### config.mk
export PLATFORM = sky130hd
export DESIGN_NAME = grf_wb_arb
export DESIGN_NICKNAME = d
export VERILOG_FILES = /design/src/rtl/grf_wb_arb_pkg.sv /design/src/rtl/grf_scoreboard.sv /design/src/rtl/grf_wb_arb.sv
export SDC_FILE = /design/constraint.sdc
export NUM_CORES = 1
export LEC_CHECK = 0
export ABC_AREA = 0
export CORE_AREA = 3 3 76 149
export CTS_CLUSTER_DIAMETER = 150
export CTS_CLUSTER_SIZE = 12
export DETAILED_ROUTE_END_ITERATION = 16
export DIE_AREA = 0 0 79 152
export PLACE_DENSITY = 0.69
export SYNTH_ARGS = -nofsm -noshare
export SYNTH_HDL_FRONTEND = slang
export SYNTH_SLANG_ARGS = --single-unit
### constraint.sdc
create_clock -name clk -period 4.5 [get_ports clk]
set_input_delay 0.45 -clock clk [delete_from_list [all_inputs] [get_ports clk]]
set_output_delay 0.45 -clock clk [all_outputs]
set_load 0.01 [all_outputs]
### src/rtl/grf_wb_arb_pkg.sv
// Shared types and constants for the register-file writeback arbiter.
// Holds FSM state encoding, default starvation limit and address width.
package grf_wb_arb_pkg;

    localparam int unsigned REG_AW = 5;
    localparam int unsigned NREGS = 1 << REG_AW;
    localparam int unsigned STARVE_MAX_DEF = 4;

    typedef enum logic [1:0] {
        S_IDLE  = 2'd0,
        S_WAIT  = 2'd1,
        S_FORCE = 2'd2
    } state_t;

endpackage

### src/rtl/grf_scoreboard.sv
// Pending-write scoreboard for long-unit destination registers.
// Flags registers whose value is still owed by the mult/div unit.
module grf_scoreboard
    import grf_wb_arb_pkg::*;
(
    input  logic              clk,
    input  logic              reset,
    input  logic              set_en,
    input  logic [REG_AW-1:0] set_a,
    input  logic              clr_en,
    input  logic [REG_AW-1:0] clr_a,
    input  logic [REG_AW-1:0] rs_a,
    input  logic [REG_AW-1:0] rt_a,
    output logic              rs_busy,
    output logic              rt_busy
);

    logic [NREGS-1:0] busy;
    logic [NREGS-1:0] busy_n;

    // Next scoreboard: clear on accepted result, set on issue (set wins).
    always_comb begin
        busy_n = busy;
        if (clr_en) begin
            busy_n[clr_a] = 1'b0;
        end
        if (set_en && (set_a != '0)) begin
            busy_n[set_a] = 1'b1;
        end
        busy_n[0] = 1'b0;
    end

    // Scoreboard register; $0 never tracked.
    always_ff @(posedge clk or posedge reset) begin
        if (reset) begin
            busy <= '0;
        end else begin
            busy <= busy_n;
        end
    end

    // Lookup with same-cycle bypass: a result written now is not pending.
    always_comb begin
        rs_busy = busy[rs_a] & ~(clr_en && (clr_a == rs_a));
        rt_busy = busy[rt_a] & ~(clr_en && (clr_a == rt_a));
    end

endmodule

### src/rtl/grf_wb_arb.sv
// Register-file write port arbiter between pipeline WB and long unit.
// Pipeline wins by default; a starved long unit forces a pipeline stall.
module grf_wb_arb
    import grf_wb_arb_pkg::*;
#(
    parameter int unsigned STARVE_MAX = STARVE_MAX_DEF
) (
    input  logic        clk,
    input  logic        reset,
    input  logic        wb_we,
    input  logic [4:0]  wb_a3,
    input  logic [31:0] wb_wd,
    input  logic [31:0] wb_pc,
    input  logic        lu_valid,
    output logic        lu_ready,
    input  logic [4:0]  lu_a3,
    input  logic [31:0] lu_wd,
    input  logic [31:0] lu_pc,
    input  logic        lu_issue,
    input  logic [4:0]  lu_issue_a3,
    input  logic [4:0]  rs_a,
    input  logic [4:0]  rt_a,
    output logic        rs_busy,
    output logic        rt_busy,
    output logic        pl_stall,
    output logic        grf_we,
    output logic [4:0]  grf_a3,
    output logic [31:0] grf_wd,
    output logic [31:0] grf_pc
);

    localparam logic [4:0] SMAX = 5'(STARVE_MAX);

    state_t     state;
    state_t     state_n;
    logic [3:0] cnt;
    logic [3:0] cnt_n;
    logic [4:0] cnt_inc;
    logic       grant_lu;
    logic       grant_wb;

    // Grant selection; FORCE serves only the long unit, pipeline is held.
    always_comb begin
        grant_lu = 1'b0;
        grant_wb = 1'b0;
        if (!reset) begin
            if (state == S_FORCE) begin
                grant_lu = lu_valid;
            end else if (wb_we) begin
                grant_wb = 1'b1;
            end else begin
                grant_lu = lu_valid;
            end
        end
    end

    assign lu_ready = grant_lu;
    assign pl_stall = (state == S_FORCE) && !reset;

    // Register-file port mux; writes to $0 are consumed but suppressed.
    always_comb begin
        grf_we = 1'b0;
        grf_a3 = '0;
        grf_wd = '0;
        grf_pc = '0;
        if (grant_lu) begin
            grf_we = (lu_a3 != '0);
            grf_a3 = lu_a3;
            grf_wd = lu_wd;
            grf_pc = lu_pc;
        end else if (grant_wb) begin
            grf_we = (wb_a3 != '0);
            grf_a3 = wb_a3;
            grf_wd = wb_wd;
            grf_pc = wb_pc;
        end
    end

    // Starvation FSM: count consecutive denials, force after the limit.
    always_comb begin
        state_n = state;
        cnt_n   = cnt;
        cnt_inc = {1'b0, cnt} + 5'd1;
        unique case (state)
            S_IDLE: begin
                if (lu_valid && !grant_lu) begin
                    cnt_n   = 4'd1;
                    state_n = (5'd1 >= SMAX) ? S_FORCE : S_WAIT;
                end
            end
            S_WAIT: begin
                if (grant_lu) begin
                    state_n = S_IDLE;
                    cnt_n   = '0;
                end else begin
                    cnt_n = cnt_inc[3:0];
                    if (cnt_inc >= SMAX) begin
                        state_n = S_FORCE;
                    end
                end
            end
            S_FORCE: begin
                state_n = S_IDLE;
                cnt_n   = '0;
            end
            default: begin
                state_n = S_IDLE;
                cnt_n   = '0;
            end
        endcase
    end

    // FSM state and denial counter registers.
    always_ff @(posedge clk or posedge reset) begin
        if (reset) begin
            state <= S_IDLE;
            cnt   <= '0;
        end else begin
            state <= state_n;
            cnt   <= cnt_n;
        end
    end

    grf_scoreboard u_sb (
        .clk     (clk),
        .reset   (reset),
        .set_en  (lu_issue),
        .set_a   (lu_issue_a3),
        .clr_en  (lu_ready),
        .clr_a   (lu_a3),
        .rs_a    (rs_a),
        .rt_a    (rt_a),
        .rs_busy (rs_busy),
        .rt_busy (rt_busy)
    );

endmodule

==> impl_metrics.env, run 1 <==
export IMPL_outcome="completed"
export IMPL_insertion_delay_ns=0.28
export IMPL_number_of_antenna_violations_at_the_first_check_in_global_routing=0
export IMPL_postLayoutCoreUtil_pct=55.5
export IMPL_globalRouteTotalUtil_pct=27.9
export IMPL_min_delay_path_class="reg -> reg"
export IMPL_timing_worst_setup_path_type="in -> out"
export IMPL_detail_route_drc_violations=0
export IMPL_top_area_cell_type_share_of_the_netlist_area_pct=29.3
export IMPL_finalHoldViolCount=0
export IMPL_synthesis_area_per_instance_um2=9.48
export IMPL_post_route_period_util_pct=80.1
export IMPL_synth_area_leader_cell="dfrtp_1"
export IMPL_setup_ws_ns=0.897
export IMPL_peak_supply_drop_v=0.000194
export IMPL_multiInputGateArea_um2=2070
export IMPL_finalPower_mw=1.58
export IMPL_max_slew_worst_pin_slew_ns=0.893
export IMPL_routed_via_count=3986
export IMPL_ys_ff_latch=37
export IMPL_rows=52
export IMPL_core_um2=10300
export IMPL_io_pins=232
export IMPL_syn_inst=333
export IMPL_p_leak_nw=2.14
export IMPL_nets=709
export IMPL_postSynthNetCount=493
export IMPL_skew_ns=0.00235
export IMPL_router_iterations_before_antenna_repair=8
export IMPL_maxCapViolCount=0
export IMPL_slew_headroom_pct=40.4
export IMPL_layout_area_overhead_vs_synth_pct=80.6
export IMPL_ys_types=45
export IMPL_post_synth_top_count_cell="a22o_1"
export IMPL_detail_route_wl_per_cell_um=24.9
export IMPL_grt_overflow_total=0
export IMPL_gp_congestion=0.951
export IMPL_post_synth_most_frequent_cells="a22o_1 (69), o21ai_0 (44), dfrtp_1 (37)"
export IMPL_worstPathRequired_ns=4.05
export IMPL_critical_path_startpoint_type="primary input"
export IMPL_seq_power_share_pct=33.1
export IMPL_synth_warning_count=0
export IMPL_dieWidth_um=79
export IMPL_via_per_instance_ratio=5.82
export IMPL_total_switching_power_uw=532
export IMPL_drt_antenna_violating_nets=0
export IMPL_crit_path_max_fanout=38
export IMPL_antenna_cells=0
export IMPL_postCtsSetupBuffers=0
export IMPL_initial_standard_cell_utilization_of_the_core_pct=30.7
export IMPL_clk_transition_reported_paths_ns=0.05
export IMPL_clockRootBuffer="clkbuf_16"
export IMPL_dp_hpwl_um=13600
export IMPL_synthesis_area_um2=3160
export IMPL_cts_resizes=0
export IMPL_yosys_most_used_dff="dfrtp_1"
export IMPL_seqCellArea_um2=926
export IMPL_combPwrFrac_pct=45.7
export IMPL_p_sw_share_pct=33.6
export IMPL_post_synth_main_area_contributors="dfrtp_1 (29%), a22o_1 (19%), o21ai_0 (7.0%)"
export IMPL_post_route_cells_drive_above_1_share_pct=6.73
export IMPL_detailed_route_iter0_violations=487
export IMPL_first_global_vias=4133
export IMPL_first_pass_grt_wire_length_um=25000
export IMPL_fill_cells=990
export IMPL_final_min_clock_period_ns=3.60
export IMPL_count_of_pins_over_their_slew_limit=0
export IMPL_dpl_worst_slack_ns=0.931
export IMPL_timing_setup_tns_ns=0
export IMPL_cell_internal_pwr_mw=1.05
export IMPL_clock_tree_buffer_depth=2
export IMPL_clock_power_share_pct=21.3
export IMPL_fmax_mhz=278
export IMPL_powerDensity_nw_per_um2=278
export IMPL_tritoncts_num_sinks=37
export IMPL_timing_critical_path_arrival_ns=3.15
export IMPL_holdBufCountCts=0
export IMPL_cts_htree_levels=2
export IMPL_postRouteWirelength_um=17000
export IMPL_grt_setup_unrepaired="no"
export IMPL_worst_setup_path_end_kind="output pin"
export IMPL_yosysSeqAreaShare_pct=29.3
export IMPL_setup_violations_final=0
export IMPL_cts_buffers_inserted=5
export IMPL_cts_tree="yes"
export IMPL_floorplan_die_height_um=152
export IMPL_io_buffers=231
export IMPL_synth_enable_flop_cells=0
export IMPL_synth_async_reset_ratio_pct=100
export IMPL_die_area_um2=12000
export IMPL_pin_count_of_the_biggest_net_entering_global_routing=40
==> power by group through the flow <==
stage	Clock, mW	Combinational, mW	Sequential (mW)
finish	0.336	0.723	0.523
global route	0.362	0.779	0.534
CTS	0.341	0.724	0.518
detailed placement	0	0.717	0.524
global placement	0	0.706	0.514
floorplan	0	0.379	0.481
==> cell usage in the layout (no fill, tap or decap), types with 4 or more instances in the layout <==
| master | n |
|---|---|
| clkdlybuf4s50_1 | 231 |
| o31ai_1 | 4 |
| o2111ai_1 | 5 |
| nand3_1 | 9 |
| clkbuf_16 | 5 |
| o21ai_0 | 44 |
| o22ai_1 | 4 |
| nand2b_1 | 6 |
| dfrtp_1 | 37 |
| mux4_2 | 8 |
| inv_1 | 9 |
| nand3b_1 | 7 |
| buf_4 | 7 |
| a211o_1 | 4 |
| o41ai_1 | 6 |
| o21ai_1 | 12 |
| or3b_1 | 4 |
| mux2_2 | 6 |
| nand2_1 | 10 |
| or3_1 | 4 |
| a22o_1 | 69 |
| xnor2_1 | 11 |
| nor2_1 | 7 |
| mux4_1 | 4 |
| a21oi_1 | 4 |
==> worst max-delay path, stage by stage <==
cell	delay (ns)
clkdlybuf4s50_1	0.59
nor2b_4	0.27
o21ai_4	0.19
inv_2	0.55
buf_4	0.36
a22o_1	0.18
clkdlybuf4s50_1	0.55
==> flip-flops by register name (all words and copies together) (netlist names) <==
name       cells
u_sb.busy     31
cnt            4
state          2
==> layout make-up <==
class                      count  area share, %
tap                          135           2.96
multi-input combinational    257           36.2
clock buffer                   6           2.26
timing repair buffer         238           41.5
sequential                    37           16.2
clock inverter                 2          0.176
inverter                      10          0.658
==> metrics by stage <==
stage	hold slack, ns	cells	cell area, um^2
after floorplan	0.471	333	3160
after detailed placement	0.517	677	5560
final	0.541	685	5700
after global routing	0.560	685	5700
after CTS	0.529	685	5700
after global placement	0.497	677	5560
==> kinds of logic (layout without fill, tap and decap cells) <==
logic type,count (synthesis),in the layout,synth area share [%]
AOI/OAI and AO/OA,164,164,38.1
and+or+nand+nor,61,61,11.8
DFF,37,37,29.3
adders and majority gates,2,2,0.793
xor gates and xnor gates,12,12,3.33
buffers and inverters,39,256,5.47
muxes,18,18,11.2
==> layer usage <==
layer	track usage, %	share of wire [%]
met5	0	0
met4	10.2	3.0
met3	11.6	15
met2	44.1	46
met1	33.5	36
==> worst paths after layout <==
path | start | endpoint | slack, ns | cells past startpoint
max in group asynchronous | reset | u_sb.busy[13]$_DFF_PP0_ | 3.36 | 4
hold / removal | u_sb.busy[21]$_DFF_PP0_ | u_sb.busy[21]$_DFF_PP0_ | 0.54 | 2
min in group asynchronous | reset | u_sb.busy[28]$_DFF_PP0_ | 0.79 | 4
setup reg to reg | state[0]$_DFFE_PP0P_ | cnt[0]$_DFFE_PP0P_ | 2.25 | 5
setup / recovery | lu_valid | grf_pc[11] | 0.90 | 7
hold reg to reg | u_sb.busy[21]$_DFF_PP0_ | u_sb.busy[21]$_DFF_PP0_ | 0.54 | 2
Note: power is estimated with default switching activity, not from simulation.
==> inputs of run 2 (changes only) <==
Settings changed: PLACE_DENSITY 0.69 to 0.72.
Clock period 4.5 ns to 3.3 ns, I/O delays scaled along.
==> run 2 against run 1 <==
Total power rose by 48%. Highest routed layer is now met5. First-iteration DRC count rose by 16%. Sequential power rose by 40%. Cell count rose by 1.5%. Worst hold slack got worse by 0.0043 ns. Register-to-register slack got worse by 0.76 ns. Global-route usage rose by 1.6 points. Largest power group unchanged. Sequential share of layout area fell by 0.43 points. Final area rose by 2.7%. Critical path depth fell by 1. Via count rose by 4.7%.
==> impl_metrics.env, run 2 (synthesized netlist as in run 1, its figures left out) <==
export IMPL_final_min_clock_period_ns=2.96
export IMPL_worst_setup_path_end_kind="output pin"
export IMPL_path_common_cell="clkdlybuf4s50_1"
export IMPL_timing_critical_path_arrival_ns=2.63
export IMPL_globalRouteTotalUtil_pct=29.5
export IMPL_clk_transition_reported_paths_ns=0.06
export IMPL_post_route_cell_area_um2=5860
export IMPL_nets=717
export IMPL_final_cell_mix="clkdlybuf4s50_1 (231), a22o_1 (69), o21ai_0 (44)"
export IMPL_total_switching_power_uw=749
export IMPL_number_of_antenna_violations_at_the_first_check_in_global_routing=7
export IMPL_peak_supply_drop_v=0.000278
export IMPL_clockRootBuffer="clkbuf_16"
export IMPL_crit_buf_inv=2
export IMPL_combPwrFrac_pct=42.4
export IMPL_cts_buffers_inserted=5
export IMPL_io_buffers=231
export IMPL_grt_setup_unrepaired="no"
export IMPL_critical_path_cell_count=6
export IMPL_die_area_um2=12000
export IMPL_cts_htree_levels=2
export IMPL_seq_power_share_pct=31.1
export IMPL_timing_setup_tns_ns=0
export IMPL_layout_cells_most_common="clkdlybuf4s50_1"
export IMPL_setup_violations_final=0
export IMPL_detailed_route_iter0_violations=563
export IMPL_core_um2=10300
export IMPL_powerDensity_nw_per_um2=401
export IMPL_insertion_delay_ns=0.29
export IMPL_worst_r2r_path_depth=4
export IMPL_floorplan_die_height_um=152
export IMPL_detail_route_drc_violations=0
export IMPL_largest_register_ffs=31
export IMPL_dp_hpwl_um=14600
export IMPL_maxCapViolCount=0
export IMPL_timing_worst_setup_path_type="in -> out"
export IMPL_initial_standard_cell_utilization_of_the_core_pct=30.7
export IMPL_routed_via_count=4173
export IMPL_postCtsSetupBuffers=0
export IMPL_max_slew_worst_pin_slew_ns=0.831
export IMPL_layout_area_overhead_vs_synth_pct=85.5
export IMPL_dpl_worst_slack_ns=0.340
export IMPL_tritoncts_num_sinks=37
export IMPL_first_pass_grt_wire_length_um=26200
export IMPL_dpl_instance_area_um2=5660
export IMPL_critPathSlowestCell="clkdlybuf4s50_1"
export IMPL_router_iterations_before_antenna_repair=5
export IMPL_finalHoldViolCount=0
export IMPL_p_sw_share_pct=31.9
export IMPL_cp_top_family="buffers and inverters"
export IMPL_max_flop_register="u_sb.busy"
export IMPL_dieWidth_um=79
export IMPL_gp_congestion=1.06
export IMPL_cell_internal_pwr_mw=1.60
export IMPL_count_of_pins_over_their_slew_limit=0
export IMPL_grt_overflow_total=0
export IMPL_p_leak_nw=2.21
export IMPL_via_per_instance_ratio=6.00
export IMPL_clock_tree_buffer_depth=2
export IMPL_outcome="completed"
export IMPL_clock_power_share_pct=26.5
export IMPL_fmax_mhz=338
export IMPL_slew_headroom_pct=44.5
export IMPL_skew_ns=0.00359
export IMPL_first_global_vias=4138
export IMPL_io_pins=232
export IMPL_fill_cells=958
export IMPL_crit_path_max_fanout=5
export IMPL_holdBufCountCts=0
export IMPL_min_delay_path_class="reg -> reg"
export IMPL_rows=52
export IMPL_setup_ws_ns=0.338
export IMPL_critical_path_max_stage_delay_ns=0.67
export IMPL_pin_count_of_the_biggest_net_entering_global_routing=70
export IMPL_reg_largest_list="u_sb.busy x31, cnt x4, state x2"
export IMPL_post_route_period_util_pct=89.8
export IMPL_worstPathRequired_ns=2.97
export IMPL_path_cells="clkdlybuf4s50_1, mux4_2, or3b_1, o2111ai_1, o22ai_1, clkdlybuf4s50_1"
export IMPL_cts_resizes=0
export IMPL_critical_path_startpoint_type="primary input"
export IMPL_postRouteWirelength_um=18000
export IMPL_cts_tree="yes"
export IMPL_drt_antenna_violating_nets=0
export IMPL_post_route_cells_drive_above_1_share_pct=8.24
export IMPL_detail_route_wl_per_cell_um=25.8
export IMPL_hold_path_cell_count=2
[run 2: power by group through the flow]
stage	logic (mW)	registers [mW]	clock network, mW
final	0.996	0.730	0.622
after global routing	1.08	0.737	0.650
after CTS	0.993	0.721	0.626
after detailed placement	0.983	0.729	0
after global placement	0.969	0.722	0
after floorplan	0.516	0.656	0
[run 2: path summary, 6_finish.rpt]
kind                                          from                      end  slack (ns)
max in group asynchronous                    reset  u_sb.busy[31]$_DFF_PP0_        1.94
max                                        rt_a[0]                  rt_busy        0.34
min                        u_sb.busy[18]$_DFF_PP0_  u_sb.busy[18]$_DFF_PP0_        0.54
min reg2reg                u_sb.busy[18]$_DFF_PP0_  u_sb.busy[18]$_DFF_PP0_        0.54
min in group asynchronous                    reset       cnt[0]$_DFFE_PP0P_        0.79
max reg2reg                   state[0]$_DFFE_PP0P_   u_sb.busy[7]$_DFF_PP0_        1.49
[run 2: area by class of cell]
class                   instances  area, um^2  share of cell area, %
diodes                          2        5.00                 0.0855
clock buffers                   5         125                   2.14
clock inverters                 3        65.1                   1.11
inverters                      10        37.5                  0.641
multi-input cells             257        2070                   35.3
flip-flops and latches         37         926                   15.8
well taps                     135         169                   2.88
repair buffers                246        2460                   42.1
[run 2: worst register-to-register path, cell delays in order (launching register included)]
cell and delay, ns:
dfrtp_1 0.59, nor2b_4 0.11, o2111ai_1 0.70, o21ai_0 0.22, o21ai_0 0.11
[run 2: layer usage]
layer / vias up / global-route usage [%] / wire [um]
met5: - / 0 / 87
met4: 10 / 8.03 / 476
met3: 47 / 12.1 / 2380
met2: 334 / 48.7 / 8710
met1: 1998 / 34.9 / 6300
li1: 1784 / - / -
[run 2: metrics by stage]
| stage | power [mW] | hold WS (ns) | util (%) | cells |
|---|---|---|---|---|
| final | 2.35 | 0.536 | 57.0 | 695 |
| after global routing | 2.46 | 0.564 | 56.9 | 694 |
| after CTS | 2.34 | 0.533 | 56.9 | 693 |
| after detailed placement | 1.71 | 0.520 | 55.1 | 685 |
| after global placement | 1.69 | 0.503 | 55.1 | 685 |
| after floorplan | 1.17 | 0.471 | - | 333 |
==> inputs of run 3 (changes only) <==
Settings changed: PLACE_DENSITY 0.72 to 0.75.
==> run 3 against run 2 <==
Worst hold slack improved by 0.014 ns. Count of clock-buffer cells in the layout rose by 2. Via count rose by 0.34%. Non-clock buffer count did not move. Sequential power fell by 1%. Total power fell by 2.2%. First-iteration DRC count rose by 13%.
==> impl_metrics.env, run 3 (synthesized netlist as in run 1, its figures left out) <==
export IMPL_outcome="completed"
export IMPL_cell_internal_pwr_mw=1.54
export IMPL_drt_antenna_violating_nets=0
export IMPL_floorplan_die_height_um=152
export IMPL_detail_route_wl_per_cell_um=25.5
export IMPL_post_route_cell_area_um2=5830
export IMPL_cts_buffers_inserted=5
export IMPL_via_per_instance_ratio=6.02
export IMPL_nets=717
export IMPL_dp_hpwl_um=14300
export IMPL_tritoncts_num_sinks=37
export IMPL_initial_standard_cell_utilization_of_the_core_pct=30.7
export IMPL_rows=52
export IMPL_core_um2=10300
export IMPL_fmax_mhz=331
export IMPL_count_of_pins_over_their_slew_limit=0
export IMPL_die_area_um2=12000
export IMPL_max_flop_register="u_sb.busy"
export IMPL_crit_path_max_fanout=9
export IMPL_cts_htree_levels=2
export IMPL_path_cells="clkdlybuf4s50_1, mux4_1, o32a_1, o311ai_1, o22ai_1, clkdlybuf4s50_1"
export IMPL_worst_setup_path_end_kind="output pin"
export IMPL_powerDensity_nw_per_um2=394
export IMPL_postRouteWirelength_um=17800
export IMPL_dpl_instance_area_um2=5650
export IMPL_insertion_delay_ns=0.28
export IMPL_clockRootBuffer="clkbuf_16"
export IMPL_globalRouteTotalUtil_pct=28.7
export IMPL_routed_via_count=4187
export IMPL_detailed_route_iter0_violations=637
export IMPL_detail_route_drc_violations=0
export IMPL_max_slew_worst_pin_slew_ns=0.981
export IMPL_router_iterations_before_antenna_repair=5
export IMPL_cts_resizes=0
export IMPL_grt_overflow_total=0
export IMPL_grt_setup_unrepaired="no"
export IMPL_number_of_antenna_violations_at_the_first_check_in_global_routing=8
export IMPL_combPwrFrac_pct=43.9
export IMPL_worstPathRequired_ns=2.97
export IMPL_clk_transition_reported_paths_ns=0.06
export IMPL_postCtsSetupBuffers=0
export IMPL_clock_tree_buffer_depth=2
export IMPL_layout_cells_most_common="clkdlybuf4s50_1"
export IMPL_cts_tree="yes"
export IMPL_placedCellCount=685
export IMPL_setup_ws_ns=0.280
export IMPL_timing_worst_setup_path_type="in -> out"
export IMPL_total_switching_power_uw=751
export IMPL_largest_register_ffs=31
export IMPL_skew_ns=0.00144
export IMPL_p_sw_share_pct=32.7
export IMPL_first_pass_grt_wire_length_um=25400
export IMPL_post_route_cells_drive_above_1_share_pct=8.06
export IMPL_first_global_vias=4184
export IMPL_setup_violations_final=0
export IMPL_path_common_cell="clkdlybuf4s50_1"
export IMPL_timing_critical_path_arrival_ns=2.69
export IMPL_final_min_clock_period_ns=3.02
export IMPL_critical_path_startpoint_type="primary input"
export IMPL_min_delay_path_class="reg -> reg"
export IMPL_io_buffers=231
export IMPL_critical_path_max_stage_delay_ns=0.73
export IMPL_layout_area_overhead_vs_synth_pct=84.5
export IMPL_clock_power_share_pct=24.7
export IMPL_timing_setup_tns_ns=0
export IMPL_peak_supply_drop_v=0.000213
export IMPL_finalHoldViolCount=0
export IMPL_instances_no_fill=695
export IMPL_postLayoutCoreUtil_pct=56.7
export IMPL_pin_count_of_the_biggest_net_entering_global_routing=72
export IMPL_seq_power_share_pct=31.4
export IMPL_slew_headroom_pct=34.5
export IMPL_final_cell_mix="clkdlybuf4s50_1 (231), a22o_1 (69), o21ai_0 (44)"
export IMPL_post_route_period_util_pct=91.5
export IMPL_dpl_worst_slack_ns=0.284
export IMPL_p_leak_nw=2.20
export IMPL_dieWidth_um=79
export IMPL_critPathSlowestCell="clkdlybuf4s50_1"
export IMPL_maxCapViolCount=0
export IMPL_io_pins=232
export IMPL_holdBufCountCts=0
export IMPL_gp_congestion=1.01
export IMPL_reg_largest_list="u_sb.busy x31, cnt x4, state x2"
==> run 3: changes by cell type in the layout (fill, tap and decap cells not counted), sizes merged <==
cell	previous run	this run
bufinv	2	1
clkinv	1	0
clkbuf	5	7
==> run 3: per-layer routing <==
layer	share of wire [%]	track usage (%)
met5	0.34	0
met2	45	45.5
met3	15	13.7
met4	4.0	10.7
met1	35	33.3
==> run 3: path summary, 6_finish.rpt <==
kind,startpoint,endpoint,slack [ns],cells after the start
worst min register to register,u_sb.busy[22]$_DFF_PP0_,u_sb.busy[22]$_DFF_PP0_,0.55,2
worst max register to register,state[0]$_DFFE_PP0P_,u_sb.busy[3]$_DFF_PP0_,1.35,4
worst min-delay path,u_sb.busy[22]$_DFF_PP0_,u_sb.busy[22]$_DFF_PP0_,0.55,2
worst max-delay path,rs_a[0],rs_busy,0.28,6
max in group asynchronous,reset,u_sb.busy[2]$_DFF_PP0_,2.19,4
min in group asynchronous,reset,cnt[0]$_DFFE_PP0P_,0.78,4
==> run 3: power by group through the flow <==
stage / registers, mW / logic, mW / clock network, mW
floorplan: 0.656 / 0.516 / 0
global placement: 0.711 / 0.967 / 0
detailed placement: 0.719 / 0.992 / 0
CTS: 0.712 / 1.00 / 0.569
global route: 0.729 / 1.08 / 0.592
finish: 0.721 / 1.01 / 0.566
==> run 3: area by class of cell <==
type / instances / area, um^2
clock buffers: 7 / 143
diodes: 2 / 5.00
flip-flops and latches: 37 / 926
multi-input cells: 257 / 2070
well taps: 135 / 169
repair buffers: 246 / 2450
clock inverters: 1 / 30.0
fillers: 953 / 4450
inverters: 10 / 37.5
==> run 3: stage by stage <==
step / hold slack [ns] / power (mW)
after floorplan: 0.471 / 1.17
after CTS: 0.534 / 2.28
after global placement: 0.505 / 1.68
after detailed placement: 0.522 / 1.71
after global routing: 0.560 / 2.40
final: 0.551 / 2.30
==> run 3: critical path, delay by kind of cell <==
family,cells,cell delay (ns)
AO/OA/AOI/OAI,3,0.51
buffers and inverters,2,1.22
multiplexers,1,0.63
